[src/rtl/uart_tx_feeder_pkg.sv]
// Shared types for the UART transmit feeder: sequencer state encoding and byte width.
package uart_tx_feeder_pkg;

  localparam int BYTE_W = 8;

  typedef enum logic [1:0] {
    ST_IDLE       = 2'd0,
    ST_PULSE      = 2'd1,
    ST_WAIT_START = 2'd2,
    ST_WAIT_DONE  = 2'd3
  } seq_state_e;

endpackage

[src/rtl/uart_tx_feeder_fifo.sv]
// Synchronous byte FIFO with occupancy count and sticky overflow flag.
module sync_byte_fifo
  import uart_tx_feeder_pkg::*;
#(
  parameter int DEPTH  = 16,
  parameter int ADDR_W = 4
) (
  input  logic              clk,
  input  logic              rst_n,
  input  logic              push_i,
  input  logic [BYTE_W-1:0] wr_data_i,
  input  logic              pop_i,
  output logic [BYTE_W-1:0] rd_data_o,
  output logic              full_o,
  output logic              empty_o,
  output logic [ADDR_W:0]   count_o,
  output logic              overflow_o
);

  logic [BYTE_W-1:0] mem_q [DEPTH];
  logic [ADDR_W-1:0] wr_ptr_q, rd_ptr_q;
  logic [ADDR_W:0]   count_q, count_d;
  logic              overflow_q;
  logic              push_ok, pop_ok;

  // Full is judged on the pre-pop count, so a push colliding with a pop at full is dropped.
  assign full_o     = (count_q == (ADDR_W+1)'(DEPTH));
  assign empty_o    = (count_q == '0);
  assign push_ok    = push_i && !full_o;
  assign pop_ok     = pop_i && !empty_o;
  assign rd_data_o  = mem_q[rd_ptr_q];
  assign count_o    = count_q;
  assign overflow_o = overflow_q;

  always_comb begin
    count_d = count_q;
    case ({push_ok, pop_ok})
      2'b10:   count_d = count_q + (ADDR_W+1)'(1);
      2'b01:   count_d = count_q - (ADDR_W+1)'(1);
      default: count_d = count_q;
    endcase
  end

  always_ff @(posedge clk or negedge rst_n) begin
    if (!rst_n) begin
      wr_ptr_q   <= '0;
      rd_ptr_q   <= '0;
      count_q    <= '0;
      overflow_q <= 1'b0;
    end else begin
      if (push_ok) wr_ptr_q <= wr_ptr_q + ADDR_W'(1);
      if (pop_ok)  rd_ptr_q <= rd_ptr_q + ADDR_W'(1);
      count_q <= count_d;
      if (push_i && full_o) overflow_q <= 1'b1;
    end
  end

  always_ff @(posedge clk) begin
    if (push_ok) mem_q[wr_ptr_q] <= wr_data_i;
  end

endmodule

[src/rtl/uart_tx_feeder.sv]
// Buffers producer bytes and feeds them one at a time to the UART transmitter.
//   state         | meaning
//   ST_IDLE       | waiting for a queued byte; pops it into tx_byte when present
//   ST_PULSE      | transmit high for this single cycle
//   ST_WAIT_START | waiting for is_transmitting to rise; re-pulses on timeout
//   ST_WAIT_DONE  | frame in progress; waiting for is_transmitting to fall
module uart_tx_feeder
  import uart_tx_feeder_pkg::*;
#(
  parameter int DEPTH         = 16,
  parameter int ADDR_W        = 4,
  parameter int START_TIMEOUT = 15
) (
  input  logic              clk,
  input  logic              rst_n,
  input  logic              wr_en,
  input  logic [BYTE_W-1:0] wr_data,
  output logic              full,
  output logic              empty,
  output logic [ADDR_W:0]   count,
  output logic              overflow,
  output logic              busy,
  output logic              transmit,
  output logic [BYTE_W-1:0] tx_byte,
  input  logic              is_transmitting
);

  localparam int RETRY_W = $clog2(START_TIMEOUT + 1);

  seq_state_e        state_q, state_d;
  logic [BYTE_W-1:0] tx_byte_q, tx_byte_d;
  logic [RETRY_W-1:0] retry_q, retry_d;
  logic              pop;
  logic [BYTE_W-1:0] head;

  sync_byte_fifo #(
    .DEPTH  (DEPTH),
    .ADDR_W (ADDR_W)
  ) u_fifo (
    .clk        (clk),
    .rst_n      (rst_n),
    .push_i     (wr_en),
    .wr_data_i  (wr_data),
    .pop_i      (pop),
    .rd_data_o  (head),
    .full_o     (full),
    .empty_o    (empty),
    .count_o    (count),
    .overflow_o (overflow)
  );

  assign transmit = (state_q == ST_PULSE);
  assign busy     = (state_q != ST_IDLE);
  assign tx_byte  = tx_byte_q;

  always_comb begin
    state_d   = state_q;
    tx_byte_d = tx_byte_q;
    retry_d   = retry_q;
    pop       = 1'b0;
    case (state_q)
      ST_IDLE: begin
        if (!empty) begin
          pop       = 1'b1;
          tx_byte_d = head;
          state_d   = ST_PULSE;
        end
      end
      ST_PULSE: begin
        retry_d = '0;
        state_d = ST_WAIT_START;
      end
      ST_WAIT_START: begin
        if (is_transmitting) begin
          state_d = ST_WAIT_DONE;
        end else begin
          retry_d = retry_q + RETRY_W'(1);
          // Counter reaching the timeout re-pulses the held byte without popping.
          if (retry_q == RETRY_W'(START_TIMEOUT - 1)) state_d = ST_PULSE;
        end
      end
      ST_WAIT_DONE: begin
        if (!is_transmitting) state_d = ST_IDLE;
      end
      default: state_d = ST_IDLE;
    endcase
  end

  always_ff @(posedge clk or negedge rst_n) begin
    if (!rst_n) begin
      state_q   <= ST_IDLE;
      tx_byte_q <= '0;
      retry_q   <= '0;
    end else begin
      state_q   <= state_d;
      tx_byte_q <= tx_byte_d;
      retry_q   <= retry_d;
    end
  end

endmodule

[config.mk]
export PLATFORM = sky130hd
export DESIGN_NAME = uart_tx_feeder
export DESIGN_NICKNAME = d
export VERILOG_FILES = /design/src/rtl/uart_tx_feeder_pkg.sv /design/src/rtl/uart_tx_feeder_fifo.sv /design/src/rtl/uart_tx_feeder.sv
export SDC_FILE = /design/constraint.sdc
export NUM_CORES = 1
export LEC_CHECK = 0
export BUFFER_PORTS_ARGS = -buffer_cell sky130_fd_sc_hd__clkbuf_2
export CORE_MARGIN = 3
export CORE_UTILIZATION = 55
export DETAILED_ROUTE_END_ITERATION = 16
export PLACE_DENSITY = 0.8
export SETUP_SLACK_MARGIN = 0.05
export SYNTH_ARGS = -nofsm -noshare
export SYNTH_HDL_FRONTEND = slang
export SYNTH_SLANG_ARGS = --single-unit
[constraint.sdc]
create_clock -name clk -period 2.4 [get_ports clk]
set_input_delay 0.24 -clock clk [delete_from_list [all_inputs] [get_ports clk]]
set_output_delay 0.24 -clock clk [all_outputs]
set_load 0.03 [all_outputs]
# Yosys cells after proc, flatten, opt, wreduce, memory -nomap -nowiden
# Memory sizes are Yosys's and may differ from the RTL's. A register that Yosys moved wholly into a read port is not among the register bits.
# Cells that the tools add are included.
[totals] regBits=20 ramBits=128 input_bits=12 output_inout_bits=18 wordCells=50 mem_count=1
[memory_table] name="u_fifo.mem_q" depth=16 width=8 rd=1 rd_ports_with_merged_regs=1 write_ports=1 line="uart_tx_feeder_fifo.sv:20" text="logic [BYTE_W-1:0] mem_q [DEPTH];"
[classes] addsub=5 n_eq_ne=11 muxes=12 n_bitwise=1 n_reduce_logical=14
[op_table] operator="adder 4 x 1 -> 4 bit, second input constant" n=3
[op_table] operator="one-hot mux 5 bit (2 select lines)" n=1
[op_table] operator="2-to-1 mux 2 bit" n=4
[op_table] operator="one-hot mux 2 bit (4 select lines)" n=1
[op_table] operator="one-hot mux 4 bit (2 select lines)" n=1
[op_table] operator="== test 2 bit, second input constant" n=3
[op_table] operator="!= test 2 bit, second input constant" n=3
[op_table] operator="nonzero test 2 bit" n=3
[op_table] operator="adder 5 x 1 -> 5 bit, second input constant" n=1
[op_table] operator="== test 5 bit, second input constant" n=1
[op_table] operator="zero test 5 bit" n=1
[op_table] operator="subtractor 5 x 1 -> 5 bit, second input constant" n=1
[op_table] operator="== test 2 x 1 -> 1 bit, second input constant" n=2
[op_table] operator="== test 4 bit, second input constant" n=1
[op_table] operator="2-to-1 mux 1 bit" n=4
[op_table] operator="2-to-1 mux 4 bit" n=1
[op_table] operator="AND reduction 2 bit" n=2
[op_table] operator="logical AND 1 bit" n=3
[op_table] operator="zero test 1 bit" n=3
[op_table] operator="!= test 3 bit, second input constant" n=1
[op_table] operator="AND reduction 3 bit" n=1
[op_table] operator="zero test 2 bit" n=1
[op_table] operator="NOT 1 bit" n=1

# Longest topological paths before layout
[depth] word_depth=6 mapped_depth=13 ltp_nobuf=10

# Hierarchy
# Synthesis repeated with hierarchy kept, for this count alone.
[unflattened] cells_unflattened=382 area_unflattened_um2=6521.3
[by_module_without_submodules] mod="sync_byte_fifo" n_inst=1 cells_per_inst=322 area_each_um2=5841.9 seq_area_each_um2=4194.0
[by_module_without_submodules] mod="uart_tx_feeder" n_inst=1 cells_per_inst=60 area_each_um2=679.4 seq_area_each_um2=350.3

# Least setup slack after synthesis
# Ideal clock, no wire load.
[synth_timing] path_kind="register to register" startpoint="register u_fifo.count_q[2], in the netlist u_fifo.count_o[2]" endpoint="register u_fifo.count_q[4], in the netlist u_fifo.count_o[4]" t_arrival_ns=2.636 required_time_ns=2.275 slack_ns=-0.360 stages_incl_launch_ff=14 cell_sequence="dfrtp_1 buf_2 nor4_2 a21o_1 buf_2 inv_2 ha_1 clkbuf_1 xor2_1 ha_1 a21o_1 a21oi_1 nor3_1 xnor2_1"
[synth_via] elab_chain_len=6 elab_cells_between_ends=14 cone_classes="add/sub (2); eq/ne (3); mux (3); reduce/logical (6)"
[synth_lines] item="start, declared" line="uart_tx_feeder_fifo.sv:22" text="logic [ADDR_W:0] count_q, count_d;"
[synth_lines] item="start signal, assigned" line="uart_tx_feeder_fifo.sv:53" text="count_q <= count_d;"
[synth_lines] item="zero test 5 bit (*)" line="uart_tx_feeder_fifo.sv:28" text="assign empty_o = (count_q == '0);"
[synth_lines] item="2-to-1 mux 1 bit (*)" line="uart_tx_feeder.sv:63" text="if (!empty) begin"
[synth_lines] item="2-to-1 mux 1 bit (*)" line="uart_tx_feeder.sv:61" text="case (state_q)"
[synth_lines] item="net pop" line="uart_tx_feeder.sv:33" text="logic pop;"
[synth_lines] item="logical AND 1 bit (*)" line="uart_tx_feeder_fifo.sv:30" text="assign pop_ok = pop_i && !empty_o;"
[synth_lines] item="== test 2 x 1 -> 1 bit / == test 2 bit (equally long branches)" line="uart_tx_feeder_fifo.sv:37" text="case ({push_ok, pop_ok})"
[synth_lines] item="one-hot mux 5 bit (2 select lines) / nonzero test 2 bit (equally long branches)"
# Mark *: on every way through the listed nets, which the timed path passes. The rest lies on a longest branch.
# A chain may end at the register's enable or synchronous reset.

# Worst setup path in the final report
[layout_timing] startpoint="register u_fifo.count_q[1], in the netlist u_fifo.count_o[1]" endpoint="register u_fifo.count_q[2], in the netlist u_fifo.count_o[2]"
# Same word-level chain as after synthesis.

==> reports/metrics.cfg <==
[timing]
fmaxAchievable_mhz = 426.1
rsz0062_at_grt = yes
report.final.slew_viol_count = 0
final_hold_viol_count = 0
finalClockSkew_ns = 0.008422
post-route-period-util = 0.9778
count_of_final_setup_violators = 0
worst_tran_pin_value_ns = 0.8670
slew_headroom = 0.4199
fin_crit_ns = 2.347

[die]
rows = 38
initial_utilization = 0.5778
fp.coreArea_sq_mm = 0.01117
floorplan.die.width_um = 114.3
ioPinCount = 30
height_of_the_chip_um = 114.3
die_area_sq_mm = 0.01307

[run]
drv.max_cap_violation_count = 0

[final_layout]
diodes = 0
finish.cell_count_without_fillers = 570
area_growth_syn_to_layout_pct = 17.66
ff_latch_area_sq_mm = 0.004549
final_net_count = 439
drive_gt1_frac = 0.3209
fillerInstances = 668
multiInputGateArea_sq_mm = 0.001836
postLayoutCoreUtil = 0.6798

[yosys]
synth_xor_xnor_area_share = 0.01628
avgSynthCellArea_sq_um = 17.88
synth_top_family_by_area = multiplexers
yosysSeqAreaShare = 0.7039
post_synthesis_cell_type_count = 41
synth_top_area_share = 0.5953
synthesized_area_fraction_occupied_by_and_or_nand_nor_cells = 0.04767
ys_dominant_reg_cell = edfxtp_1
post_synth_edffs = 128
yosys_warnings = 0
syn_nets = 383
synth.cells.most_frequent = edfxtp_1 (128), dfrtp_1 (28), mux4_2 (23)
cell_types_with_the_largest_area_share_after_synthesis = edfxtp_1 (60%), dfrtp_1 (11%), mux4_2 (8.0%), mux4_1 (3.7%), ha_1 (1.9%)
postSynth.asyncResetShare = 0.1795
synth_compound_area_frac = 0.05078
yosysMostFrequentCell = edfxtp_1
postSynthRegisterBits = 156
post-synth-top-area-cell = edfxtp_1
adder_cell_share_of_the_synthesized_area = 0.01938
mappedNetlistArea_sq_mm = 0.006456
synthesis.instances = 361
synth.mux.area_fraction = 0.1372

[critical_path]
regToRegStartpoint = u_fifo.count_o[1]
ff2ff_path_depth = 10
cp_capture_type = register
path_buf_inv = 1
regToRegSetupSlack_ns = 0.05
kind_of_start_point_of_the_critical_path = register
cp_slowest_cell = dfrtp_2
timing.critical_path.required_ns = 2.70
most_common_cell_type_on_the_critical_path = xor2_1
worst_r2r_endpoint = u_fifo.count_o[2]
crit_path_cell_trace = nor4_4 -> a21o_1 -> clkinv_4 -> ha_4 -> xor2_1 -> ha_2 -> a21oi_2 -> xor2_1 -> nor2_1 -> xor2_1
critical_path_arrival_ns = 2.65
critical_path_peak_fanout = 6
critPathMaxStageDelay_ns = 0.47
worst-setup-path-type = reg -> reg
path_delay_family = XOR/XNOR gates

[grt]
grt_start_max_net_pins = 29
globalRouteTotalUtil = 0.2164
grt_overflow_total = 0
via_count_of_the_first_global_routing_pass = 3500
antenna_found_initial = 0
wire_length_of_the_first_global_routing_pass_mm = 20.46

[clock_tree]
tritoncts_num_sinks = 156
cts_tree = yes
cts_htree_levels = 4
root_buffer = clkbuf_16
cts_buffers = 17
cts_max_path_buffers = 2
clk_transition_reported_paths_ns = 0.07
clock_insertion_delay_worst_skew_ns = 0.42

[routing]
first_pass_iters = 4
detail_route.vias_per_cell = 6.005
postRouteAntennaNets = 0
final_routed_wirelength_mm = 12.95
detailed_route_drc_error_count = 0
post_drt_wl_per_cell_um = 22.72
routed-via-count = 3423
initialDrtViolationCount = 301

[place]
hpwl_mm = 7.799
gp_congestion = 0.7885
number_of_buffers_added_on_ports = 29
dpl.cell_count = 526

[hold_path]
worstHoldEndpoint = u_fifo.overflow_o
hold_depth = 2
worstHoldPathType = in -> reg
hold_path.startpoint = wr_en

[power]
p_leak_nw = 2.779
irDropWorstVdd_v = 0.0009976
power-per-cell-area_mw_per_mm2 = 1282

[outcome]
outcome = finished clean

-- layout by cell type (no fill, tap or decap), types with 2 or more instances in the layout --
cell type / instances
ha_1: 8
nor2_2: 7
nor2b_1: 10
mux2i_1: 12
nor3_1: 3
edfxtp_1: 128
dfrtp_1: 24
o21ai_0: 8
inv_1: 4
clkinv_4: 8
a21o_1: 3
nand2b_1: 4
buf_4: 27
a211o_1: 9
nand3_1: 2
xnor2_1: 8
nand2_1: 14
a21oi_2: 2
a21oi_1: 10
and2_1: 2
nor2_1: 11
inv_6: 4
dfrtp_2: 4
nand4_1: 2
o211ai_1: 2
a22o_1: 8
xor2_1: 4
buf_12: 3
nor3_2: 3
bufinv_16: 2
mux4_1: 9
clkbuf_2: 29
mux4_2: 23
clkbuf_16: 17
-- cells by family (layout without fill, tap and decap cells) --
logic type | Yosys count | count (layout)
multiplexers | 45 | 45
XOR/XNOR | 12 | 12
flip-flops | 156 | 156
AND/OR/NAND/NOR | 62 | 62
buffers and inverters | 29 | 98
adder cells (fa/ha/maj) | 10 | 10
AO/OA/AOI/OAI | 47 | 47
-- worst max-delay path by stage --
stage,startpoint,end,slack (ns),depth (start not counted)
floorplan,u_fifo.count_o[1],u_fifo.count_o[4],-0.05,12
global placement,u_fifo.count_o[1],u_fifo.count_o[2],0.17,10
detailed placement,u_fifo.count_o[1],u_fifo.count_o[2],0.08,10
CTS,u_fifo.count_o[1],u_fifo.count_o[2],0.07,10
global route,u_fifo.count_o[1],u_fifo.count_o[4],-0.05,11
finish,u_fifo.count_o[1],u_fifo.count_o[2],0.05,10
-- final cells by class --
| type | count | share of cell area |
|---|---|---|
| well taps | 140 | 0.02306 |
| flip-flops and latches | 156 | 0.5989 |
| clock buffers | 17 | 0.05600 |
| multi-input cells | 176 | 0.2416 |
| inverters | 6 | 0.003624 |
| repair buffers | 60 | 0.05502 |
| clock inverters | 15 | 0.02174 |
-- power breakdown --
| group | switching [mW] | total, mW | internal (mW) | leakage [nW] |
|---|---|---|---|---|
| clock network | 1.11 | 2.66 | 1.55 | 0.290 |
| registers | 0.446 | 3.84 | 3.39 | 1.49 |
| logic | 1.70 | 3.24 | 1.54 | 0.997 |
-- layer usage --
layer  global-route usage  vias up  wire, um
li1                     -     1531         -
met3              0.06025       23       812
met2               0.3528      131      6683
met1               0.2822     1738      5251
met4              0.07759        0       204
met5                    0        -         0
-- stage by stage --
| stage | hold slack (ns) | setup TNS, ns | power (mW) | instance area [sq um] | setup slack, ns |
|---|---|---|---|---|---|
| floorplan | -0.05559 | -0.1010 | 6.117 | 6539 | -0.05446 |
| global placement | 0.3239 | 0 | 6.826 | 6878 | 0.1685 |
| detailed placement | 0.3330 | 0 | 6.936 | 6878 | 0.07926 |
| CTS | 0.02802 | 0 | 9.649 | 7483 | 0.06796 |
| global route | 0.04944 | -0.07735 | 10.23 | 7596 | -0.05182 |
| finish | 0.05135 | 0 | 9.738 | 7596 | 0.05327 |
-- state kept, by name (all words and copies together) (netlist names) --
register / flops
retry_q: 4
u_fifo.overflow_o: 1
u_fifo.rd_ptr_q: 4
u_fifo.mem_q: 128
tx_byte: 8
state_q: 2
u_fifo.count_o: 5
u_fifo.wr_ptr_q: 4
-- what timing repair did --
action                     CTS  global route
buffers inserted             0            11
pin swaps                    0            11
resized for setup            1            11
setup endpoints to repair    8            67
hold endpoints to repair    28             0
hold buffers                 1             0
Note: power is estimated with default switching activity, not from simulation.
